`config.mk`:
```
export PLATFORM = sky130hd
export DESIGN_NAME = rr_ring_arbiter_flat
export DESIGN_NICKNAME = d
export VERILOG_FILES = /design/src/rtl/rr_ring_arbiter_if.sv /design/src/rtl/rr_ring_arbiter.sv /design/src/flat_wrapper.sv
export SDC_FILE = /design/constraint.sdc
export NUM_CORES = 1
export LEC_CHECK = 0
export BUFFER_PORTS_ARGS = -buffer_cell sky130_fd_sc_hd__buf_2
export CAP_MARGIN = 30
export CORE_MARGIN = 3
export CORE_UTILIZATION = 45
export CTS_CLUSTER_SIZE = 20
export DETAILED_ROUTE_END_ITERATION = 8
export HOLD_SLACK_MARGIN = 0.12
export MAX_ROUTING_LAYER = met4
export PLACE_DENSITY = 0.71
export SYNTH_ARGS = -nofsm -noshare
export SYNTH_HDL_FRONTEND = slang
export SYNTH_SLANG_ARGS = --single-unit
export TNS_END_PERCENT = 20
```
`constraint.sdc`:
```
create_clock -name clk -period 1.8 [get_ports clk]
set_input_delay 0.36 -clock clk [delete_from_list [all_inputs] [get_ports clk]]
set_output_delay 0.36 -clock clk [all_outputs]
set_load 0.05 [all_outputs]
```
`src/rtl/rr_ring_arbiter_if.sv`:
```
// rr_ring_arbiter_if: request/grant bundle between requesters and the ring arbiter
interface rr_ring_arbiter_if #(
    parameter int NREQ    = 4,
    parameter int QUANTUM = 8,
    parameter int IDW     = $clog2(NREQ),
    parameter int QW      = (QUANTUM > 1) ? $clog2(QUANTUM) : 1
);
    logic [NREQ-1:0] req;
    logic [NREQ-1:0] grant;
    logic            grant_valid;
    logic [IDW-1:0]  grant_id;
    logic [NREQ-1:0] ptr;
    logic [QW-1:0]   slice_cnt;

    modport master (output req, input grant, grant_valid, grant_id, ptr, slice_cnt);
    modport slave  (input req, output grant, grant_valid, grant_id, ptr, slice_cnt);
endinterface

```
`src/rtl/rr_ring_arbiter.sv`:
```
// rr_ring_arbiter: round-robin arbiter with a one-hot rotating pointer and a per-grant time slice
module rr_ring_arbiter #(
    parameter int NREQ    = 4,
    parameter int QUANTUM = 8,
    parameter int IDW     = $clog2(NREQ),
    parameter int QW      = (QUANTUM > 1) ? $clog2(QUANTUM) : 1
) (
    input  logic              clk,
    input  logic              reset,
    rr_ring_arbiter_if.slave  bus
);
    typedef enum logic {IDLE, GRANT} state_t;

    state_t          r_state;
    logic [NREQ-1:0] r_grant;
    logic [IDW-1:0]  r_grant_id;
    logic [NREQ-1:0] r_ptr;
    logic [QW-1:0]   r_slice;

    logic [IDW-1:0]  w_ptr_id;
    logic [IDW-1:0]  w_idx;
    logic [IDW-1:0]  w_win_id;
    logic            w_found;
    logic [NREQ-1:0] w_win_oh;
    logic            w_release;

    // binary index of the pointer bit, the scan start position
    always_comb begin
        w_ptr_id = '0;
        for (int i = 0; i < NREQ; i++)
            if (r_ptr[i]) w_ptr_id = IDW'(i);
    end

    // first active request scanning upward from the pointer with wrap-around
    always_comb begin
        w_found  = 1'b0;
        w_win_id = '0;
        w_idx    = '0;
        for (int k = 0; k < NREQ; k++) begin
            w_idx = IDW'((int'(w_ptr_id) + k) % NREQ);
            if (!w_found && bus.req[w_idx]) begin
                w_found  = 1'b1;
                w_win_id = w_idx;
            end
        end
    end

    assign w_win_oh  = NREQ'(1) << w_win_id;
    assign w_release = !bus.req[r_grant_id] || (r_slice == QW'(QUANTUM - 1));

    // arbitration FSM: grant the winner, hold it until it drops or its slice expires
    always_ff @(posedge clk) begin
        if (reset) begin
            r_state    <= IDLE;
            r_grant    <= '0;
            r_grant_id <= '0;
            r_slice    <= '0;
            r_ptr      <= NREQ'(1);
        end else begin
            case (r_state)
                IDLE: if (w_found) begin
                    r_grant    <= w_win_oh;
                    r_grant_id <= w_win_id;
                    r_slice    <= '0;
                    r_state    <= GRANT;
                end
                GRANT: if (w_release) begin
                    r_grant    <= '0;
                    r_grant_id <= '0;
                    r_slice    <= '0;
                    r_ptr      <= {r_grant[NREQ-2:0], r_grant[NREQ-1]};
                    r_state    <= IDLE;
                end else begin
                    r_slice    <= r_slice + 1'b1;
                end
                default: r_state <= IDLE;
            endcase
        end
    end

    assign bus.grant       = r_grant;
    assign bus.grant_valid = |r_grant;
    assign bus.grant_id    = r_grant_id;
    assign bus.ptr         = r_ptr;
    assign bus.slice_cnt   = r_slice;
endmodule
```
`src/flat_wrapper.sv`:
```
// flat-port wrapper written by rule: the top's interface ports become plain ports
module rr_ring_arbiter_flat 
#(
    parameter int NREQ    = 4,
    parameter int QUANTUM = 8,
    parameter int IDW     = $clog2(NREQ),
    parameter int QW      = (QUANTUM > 1) ? $clog2(QUANTUM) : 1
)
  (clk, reset, bus_req, bus_grant, bus_grant_valid, bus_grant_id, bus_ptr, bus_slice_cnt);
  rr_ring_arbiter_if #(.NREQ(NREQ), .QUANTUM(QUANTUM), .IDW(IDW), .QW(QW)) bus_i ();
  input  logic clk;
  input  logic reset;
  input wire logic [$bits(bus_i.req)-1:0] bus_req;
  output wire logic [$bits(bus_i.grant)-1:0] bus_grant;
  output wire logic [$bits(bus_i.grant_valid)-1:0] bus_grant_valid;
  output wire logic [$bits(bus_i.grant_id)-1:0] bus_grant_id;
  output wire logic [$bits(bus_i.ptr)-1:0] bus_ptr;
  output wire logic [$bits(bus_i.slice_cnt)-1:0] bus_slice_cnt;
  assign bus_i.req = bus_req;
  assign bus_grant = bus_i.grant;
  assign bus_grant_valid = bus_i.grant_valid;
  assign bus_grant_id = bus_i.grant_id;
  assign bus_ptr = bus_i.ptr;
  assign bus_slice_cnt = bus_i.slice_cnt;
  rr_ring_arbiter #(.NREQ(NREQ), .QUANTUM(QUANTUM), .IDW(IDW), .QW(QW)) u_core (.clk(clk), .reset(reset), .bus(bus_i));
endmodule
```
==> flow_summary_export.csv, run 1 <==
group,metric,value,unit
job,cap_violations,0,
worst_hold_path,min_to,"u_core.bus.slice_cnt[1]",
global_route,grt_pass1_vias,834,
power_and_ir_drop,swShare,35.0,%
worst_hold_path,holdPathStages,2,
final_layout,final_cell_area,1190,um2
detailed_routing,drc_errors,0,
worst_hold_path,min-delay-start,"reset",
final_layout,final_cell_mix,"buf_2, buf_4, nor2_1, dfxtp_1",
power_and_ir_drop,power_switching,0.302,mW
global_route,overflow,0,
sta,final.setup.tns,-89.5,ps
yosys,synthTopCellsByArea,"dfxtp_1, mux2i_1, nor4b_4",
yosys,yosys.area.top_type,"dfxtp_1",
floorplanning,die_area,2610,um2
floorplanning,die_w,51.1,um
placed_design,dpl.hpwl,1770,um
cts,cts_tree,"built",
detailed_routing,drt-vias-per-instance,5.82,
sta,fin_crit_sh,103,%
floorplanning,initial_utilization,50.2,%
power_and_ir_drop,intPower,0.561,mW
detailed_routing,wl_per_cell,14.8,um
sta,fmax,0.539,GHz
worst_hold_path,hp-class,"primary input to register",
global_route,grt_usage,20.3,%
sta,rsz0062_at_grt,"true",
yosys,synth_nets,105,
yosys,async_flop_share,0,%
power_and_ir_drop,power.density,722,nW/um2
sta,min_period,1850,ps
critical_path,crit_path_end_kind,"register",
placed_design,place_congestion,0.935,
detailed_routing,wirelength,2300,um
critical_path,reg2reg_slack,-50,ps
sta,worst_pin_slew,471,ps
final_layout,final_common_cell,"buf_2",
final_layout,n_fill_cell,153,
yosys,synth_edf_count,0,
critical_path,timing.rr.start,"u_core.bus.ptr[2]",
sta,finalClockSkew,8.15,ps
sta,setup_viol,2,
detailed_routing,firstDrtPassIters,4,
global_route,antenna_found_initial,0,
critical_path,crit_type,"register to register",
cts,clock-sinks,14,
floorplanning,core_area,1820,um2
final_layout,drive_gt1_share,45.4,%
cts,worstSkewPairLatency,280,ps
sta,slew_headroom,68.2,%
final_layout,nets,139,
power_and_ir_drop,clkPwrFrac,26.4,%
cts,root_buffer,"clkbuf_4",
floorplanning,core.rowCount,15,
critical_path,arrival,2030,ps
cts,htreeDepth,1,
placed_design,io_buffers,19,
yosys,syn-cell-area,913,um2
detailed_routing,drtIter0Drc,19,
critical_path,worstPathMaxFanout,6,
critical_path,r2r_cells,6,
yosys,syn_area_per_cell,9.42,um2
floorplanning,die_h,51.1,um
sta,slew_violations,0,
critical_path,reg2reg_to,"u_core.bus.grant[0]",
power_and_ir_drop,max-vdd-ir-drop,571,uV
global_route,grt_max_degree,14,
final_layout,diodes,0,
sta,worst_slack,-54.9,ps
yosys,ys.flop_type,"dfxtp_1",
run_status,violations,"setup timing",
critical_path,critPathRequiredTime,1970,ps
final_layout,register_area,293,um2
cts,cts.hold.buffers_added,0,
detailed_routing,detail-route-antenna-nets,0,
floorplanning,io_pins,20,
final_layout,area_growth,30.7,%
yosys,synth_seq_area_share,30.7,%
cts,clkTransAtPathRegs,90,ps
detailed_routing,num_vias,902,
yosys,yosys.cell_types.count,41,
sta,final_hold_viol_count,0,
placed_design,place_area,1120,um2
cts,max-clock-path-buffers,2,
power_and_ir_drop,p_leak,0.541,nW
yosys,yosysWarnings,0,
power_and_ir_drop,seq_power_share,40.3,%
power_and_ir_drop,p_comb_share,33.3,%
yosys,synth_top_cell_area_share,30.7,%
yosys,syn_inst,97,
final_layout,multi_input_area,596,um2
global_route,grt_pass1_wl,3840,um
cts,numCtsBuffers,3,
critical_path,critPathLaunchType,"register",
run_status,status,"finished with violations",
yosys,ys_seq_elements,14,
-- Yosys cell counts, drive strengths merged, types with 2 or more instances --
| cell | n |
|---|---|
| a21oi | 5 |
| mux2 | 3 |
| nand3b | 2 |
| a22o | 2 |
| dfxtp | 14 |
| a22oi | 3 |
| buf | 4 |
| or4 | 2 |
| inv | 6 |
| o21bai | 2 |
| a32o | 2 |
| nand2b | 2 |
| mux2i | 5 |
| ha | 2 |
| nor4b | 2 |
| nor2 | 12 |
| o21ba | 2 |
| nor3 | 4 |
| nand2 | 3 |
| o2bb2ai | 2 |
| nor2b | 4 |
| clkbuf | 2 |
-- logic make-up after synthesis --
group	count (synthesis)	share of synthesized area (%)
AO/OA/AOI/OAI	27	24.0
adder cells (fa/ha/maj)	2	2.74
buffers and inverters	12	6.85
flip-flops	14	30.7
multiplexers	9	12.1
AND/OR/NAND/NOR	33	23.7
-- worst max-delay path, cell delays in order (launching register included) --
cell and delay [ps]:
dfxtp_4 370, nor2b_4 130, or4_4 520, a22oi_2 150
nor2_2 60, mux2_2 270, a32o_1 260
-- how the worst max path moves through the flow --
stage / start / end / slack (ps) / cells past startpoint
after global routing: u_core.bus.ptr[2] / u_core.bus.grant[0] / -130 / 6
after detailed placement: bus_req[0] / u_core.bus.grant[0] / -130 / 7
after floorplan: u_core.bus.ptr[2] / u_core.bus.grant[0] / -170 / 7
final: u_core.bus.ptr[2] / u_core.bus.grant[0] / -50 / 6
after CTS: u_core.bus.ptr[2] / u_core.bus.grant[0] / -80 / 6
after global placement: bus_req[0] / u_core.bus.grant[0] / -90 / 7
-- repair_timing --
action,CTS,global route
pin swaps,0,0
setup buffers,1,0
resized for setup,1,4
endpoints found under the setup margin,4,7
-- power groups by stage --
stage / registers [mW] / logic [mW] / clock network [mW]
6_report: 0.348 / 0.287 / 0.227
3_5_place_dp: 0.355 / 0.274 / 0
3_3_place_gp: 0.354 / 0.269 / 0
5_1_grt: 0.351 / 0.306 / 0.245
4_1_cts: 0.348 / 0.281 / 0.228
2_1_floorplan: 0.405 / 0.143 / 0
-- sequential cells by signal (all words and copies together) (netlist names) --
signal / flops
u_core.r_state: 1
u_core.bus.grant_id: 2
u_core.bus.slice_cnt: 3
u_core.bus.ptr: 4
u_core.bus.grant: 4
-- through the flow --
stage | total power [mW] | worst slack (ps) | hold WS, ps | cells | utilization (%)
6_report | 0.862 | -54.9 | 381 | 155 | 65.6
3_5_place_dp | 0.629 | -135 | 497 | 150 | 61.8
5_1_grt | 0.902 | -127 | 395 | 155 | 65.6
3_3_place_gp | 0.623 | -92.0 | 492 | 150 | 61.8
4_1_cts | 0.857 | -78.7 | 384 | 155 | 64.5
2_1_floorplan | 0.548 | -167 | 565 | 97 | -
-- layout make-up --
| cell class | instances | area share [%] |
|---|---|---|
| inverter | 6 | 1.89 |
| timing repair buffer | 35 | 18.0 |
| clock buffer | 4 | 3.04 |
| tap | 25 | 2.62 |
| multi-input combinational | 71 | 49.9 |
| sequential | 14 | 24.5 |
-- layer usage --
layer	wire length, um	share of wire, %	track usage (%)
met2	1130	49	32.0
met4	59	2.6	10.8
met5	0	0	-
met3	123	5.4	3.21
met1	987	43	24.9
(Power assumes the default switching activity.)
==> run 2: changes to the inputs <==
- PLACE_DENSITY: 0.71 -> 0.68
- clock period: 1.8 -> 2.3 ns (I/O delays scaled with it)
==> flow_summary_export.csv, run 2 (synthesis gave the netlist of run 1 again) <==
group,metric,value,unit
run_status,status,"finished, final reports clean",
critical_path,arrival,2240,ps
floorplanning,core_area,1820,um2
sta,rsz0062_at_grt,"false",
floorplanning,die_w,51.1,um
final_layout,diodes,0,
sta,worst_pin_slew,432,ps
power_and_ir_drop,power.density,612,nW/um2
floorplanning,die_h,51.1,um
detailed_routing,drtIter0Drc,21,
critical_path,worstPathMaxFanout,12,
sta,final.setup.tns,0,ps
floorplanning,initial_utilization,50.2,%
detailed_routing,drc_errors,0,
final_layout,nets,126,
critical_path,critPathLaunchType,"register",
detailed_routing,wl_per_cell,14.3,um
placed_design,io_buffers,19,
detailed_routing,firstDrtPassIters,4,
global_route,grt_pass1_wl,3540,um
cts,clkTransAtPathRegs,90,ps
sta,slew_headroom,70.8,%
sta,fmax,0.484,GHz
final_layout,final_core_util,58.1,%
final_layout,area_growth,15.9,%
critical_path,critPathRequiredTime,2470,ps
power_and_ir_drop,p_leak,0.465,nW
detailed_routing,drt-vias-per-instance,5.51,
sta,final_hold_viol_count,0,
global_route,grt_usage,18.4,%
placed_design,place_congestion,0.889,
power_and_ir_drop,max-vdd-ir-drop,458,uV
job,cap_violations,0,
floorplanning,die_area,2610,um2
placed_design,dpl.hpwl,1550,um
floorplanning,io_pins,20,
critical_path,crit_type,"register to register",
final_layout,n_fill_cell,184,
cts,cts_tree,"built",
detailed_routing,num_vias,783,
sta,setup_viol,0,
cts,clock-sinks,14,
cts,post_cts_buffers,0,
worst_hold_path,hp-class,"primary input to register",
detailed_routing,detail-route-antenna-nets,0,
cts,cts.hold.buffers_added,0,
sta,finalClockSkew,8.58,ps
global_route,grt_max_degree,13,
global_route,grt_pass1_vias,766,
final_layout,drive_gt1_share,32.5,%
global_route,overflow,0,
cts,cts_resized,0,
final_layout,final_common_cell,"buf_2",
detailed_routing,wirelength,2040,um
sta,slew_violations,0,
critical_path,crit_path_end_kind,"register",
cts,worstSkewPairLatency,280,ps
cts,root_buffer,"clkbuf_4",
final_layout,final_cell_mix,"buf_2, dfxtp_1, nor2_1",
final_layout,multi_input_area,571,um2
global_route,antenna_found_initial,0,
floorplanning,core.rowCount,15,
sta,min_period,2070,ps
cts,max-clock-path-buffers,2,
final_layout,register_area,280,um2
cts,htreeDepth,1,
sta,fin_crit_sh,89.9,%
cts,numCtsBuffers,3,
==> run 2: cell types whose count changed in the layout (fill, tap and decap cells not counted), sizes merged <==
cell	before	now
buf	35	22
==> run 2: final timing paths <==
check | startpoint | end | slack, ps | cells after the start
worst max register to register | u_core.bus.ptr[2] | u_core.bus.grant[0] | 230 | 6
worst min register to register | u_core.bus.grant[2] | u_core.bus.grant[2] | 500 | 1
worst min-delay path | reset | u_core.bus.slice_cnt[2] | 490 | 2
worst max-delay path | u_core.bus.ptr[2] | u_core.bus.grant[0] | 230 | 6
==> run 2: cell type report <==
class,count,share of cell area (%)
sequential,14,26.5
timing repair buffer,22,11.1
clock buffer,4,3.43
tap,25,2.96
multi-input combinational,71,53.9
inverter,6,2.13
==> run 2: layer usage <==
metal	global-route usage, %	part of all wire [%]	vias to the layer above
li1	-	-	397
met1	23.2	49	363
met2	28.8	45	21
met3	3.21	4.6	2
met4	8.07	0.74	0
met5	-	0	-
==> run 2: metrics by stage <==
step	power (mW)	instances	hold slack (ps)	setup WS, ps	instance area, um2
2_1_floorplan	0.431	97	600	21.1	913
3_3_place_gp	0.472	138	489	219	1020
3_5_place_dp	0.473	138	486	203	1020
4_1_cts	0.652	142	480	240	1060
5_1_grt	0.684	142	492	137	1060
6_report	0.648	142	488	233	1060
==> run 2: power breakdown <==
group | total, mW | internal, mW | switching, mW
logic | 0.193 | 0.0676 | 0.126
registers | 0.275 | 0.257 | 0.0181
clock network | 0.180 | 0.0963 | 0.0833
==> run 2: critical path, stage by stage, from the launching register on <==
cell and delay [ps]:
dfxtp_1 580, nor4b_4 100, or4_4 540, a22oi_2 140, nor2_1 70, mux2_2 270
a32o_1 260
==> run 3: changes to the inputs <==
- ABC_CLOCK_PERIOD_IN_PS: default -> 2100
- BUFFER_PORTS_ARGS: -buffer_cell sky130_fd_sc_hd__buf_2 -> default
- DONT_BUFFER_PORTS: default -> 1
- PLACE_DENSITY: 0.68 -> default
- clock period: 2.3 -> 2.1 ns (I/O delays scaled with it)
==> flow_summary_export.csv, run 3 (synthesis gave the netlist of run 1 again) <==
group,metric,value,unit
detailed_routing,num_vias,787,
floorplanning,core_area,1820,um2
cts,clkTransAtPathRegs,80,ps
power_and_ir_drop,max-vdd-ir-drop,460,uV
cts,htreeDepth,1,
placed_design,dpl.hpwl,1580,um
floorplanning,die_w,51.1,um
final_layout,nets,118,
floorplanning,core.rowCount,15,
global_route,busiest_layer,"met2",
power_and_ir_drop,power.density,660,nW/um2
sta,slew_headroom,67.3,%
final_layout,final_common_cell,"buf_4",
power_and_ir_drop,p_leak,0.435,nW
global_route,grt_pass1_vias,783,
sta,final.setup.tns,0,ps
global_route,grt_max_degree,13,
critical_path,critPathRequiredTime,2330,ps
global_route,antenna_found_initial,0,
critical_path,worstPathMaxFanout,10,
worst_hold_path,hp-class,"primary input to register",
final_layout,final_cell_area,1060,um2
job,cap_violations,0,
cts,cts_tree,"built",
floorplanning,die_area,2610,um2
cts,cts.hold.buffers_added,0,
global_route,use_met1,22.9,%
detailed_routing,drt-vias-per-instance,5.87,
floorplanning,die_h,51.1,um
floorplanning,io_pins,20,
sta,final_hold_viol_count,0,
final_layout,diodes,0,
cts,cts_resized,0,
final_layout,final_cell_mix,"buf_4, nor2_1, dfxtp_1",
detailed_routing,wirelength,2070,um
cts,post_cts_buffers,0,
run_status,status,"finished, final reports clean",
cts,max-clock-path-buffers,2,
global_route,grtUsageMet3,6.71,%
cts,root_buffer,"clkbuf_4",
floorplanning,initial_utilization,50.2,%
global_route,overflow,0,
detailed_routing,drc_errors,0,
detailed_routing,drtIter0Drc,19,
critical_path,critPathLaunchType,"register",
placed_design,io_buffers,0,
sta,worst_pin_slew,489,ps
sta,min_period,1910,ps
sta,rsz0062_at_grt,"false",
placed_design,place_congestion,0.866,
detailed_routing,firstDrtPassIters,4,
sta,fmax,0.522,GHz
sta,finalClockSkew,1.02,ps
global_route,grtUsageMet2,28.3,%
sta,fin_crit_sh,91.1,%
placed_design,place_area,1010,um2
critical_path,crit_path_end_kind,"register",
global_route,grt_usage,18.3,%
detailed_routing,detail-route-antenna-nets,0,
final_layout,drive_gt1_share,30.3,%
cts,worstSkewPairLatency,280,ps
cts,clock-sinks,14,
global_route,grt_pass1_wl,3480,um
critical_path,crit_type,"register to register",
final_layout,area_growth,16.2,%
sta,setup_viol,0,
cts,numCtsBuffers,3,
power_and_ir_drop,power,0.700,mW
sta,slew_violations,0,
final_layout,n_fill_cell,158,
detailed_routing,wl_per_cell,15.4,um
critical_path,arrival,2140,ps
## run 3: cell count changes in the layout (fill, tap and decap cells not counted)
| cell | change |
|---|---|
| buf_2 | -19 |
| buf_4 | +11 |
| dfxtp_1 | -3 |
| dfxtp_2 | +3 |
| a221oi_2 | -1 |
| a221oi_4 | +1 |
## run 3: report_power, final
group          switching, mW  internal (mW)  total, mW
combinational          0.127         0.0764      0.204
sequential            0.0226          0.282      0.304
clock                 0.0868          0.106      0.192
## run 3: worst paths after layout
kind	slack, ps	end	depth (start not counted)	start
setup / recovery	190	u_core.bus.grant[3]	6	u_core.bus.ptr[3]
hold / removal	190	u_core.bus.ptr[3]	1	reset
setup reg to reg	190	u_core.bus.grant[3]	6	u_core.bus.ptr[3]
hold reg to reg	630	u_core.bus.slice_cnt[1]	3	u_core.bus.slice_cnt[1]
## run 3: area by class of cell
| cell class | instances | area, um2 | share of cell area, % |
|---|---|---|---|
| Timing Repair Buffer | 14 | 105 | 9.91 |
| Inverter | 6 | 22.5 | 2.12 |
| Sequential cell | 14 | 284 | 26.8 |
| Clock buffer | 4 | 36.3 | 3.42 |
| Multi-Input combinational cell | 71 | 582 | 54.8 |
| Tap cell | 25 | 31.3 | 2.95 |
## run 3: per-layer routing
metal	wire (um)	share of wire (%)
met5	0	0
met4	6	0.29
met3	148	7.2
met2	968	47
met1	943	46
## run 3: worst max-delay path: stages (launching register included)
cell and delay, ps:
dfxtp_2 390, nor2_1 330, a32oi_1 200, nand2_1 160
nor4b_4 370, o21ba_2 250, a22o_1 160
## run 3: metrics by stage
step                      hold WS [ps]  util (%)  std cells  worst slack, ps
after floorplan                    600         -         97             7.98
after global placement             489      55.7        130              207
after detailed placement           489      55.7        130              155
after CTS                          183      57.7        134              151
after global routing               183      58.3        134             70.8
final                              193      58.3        134              186
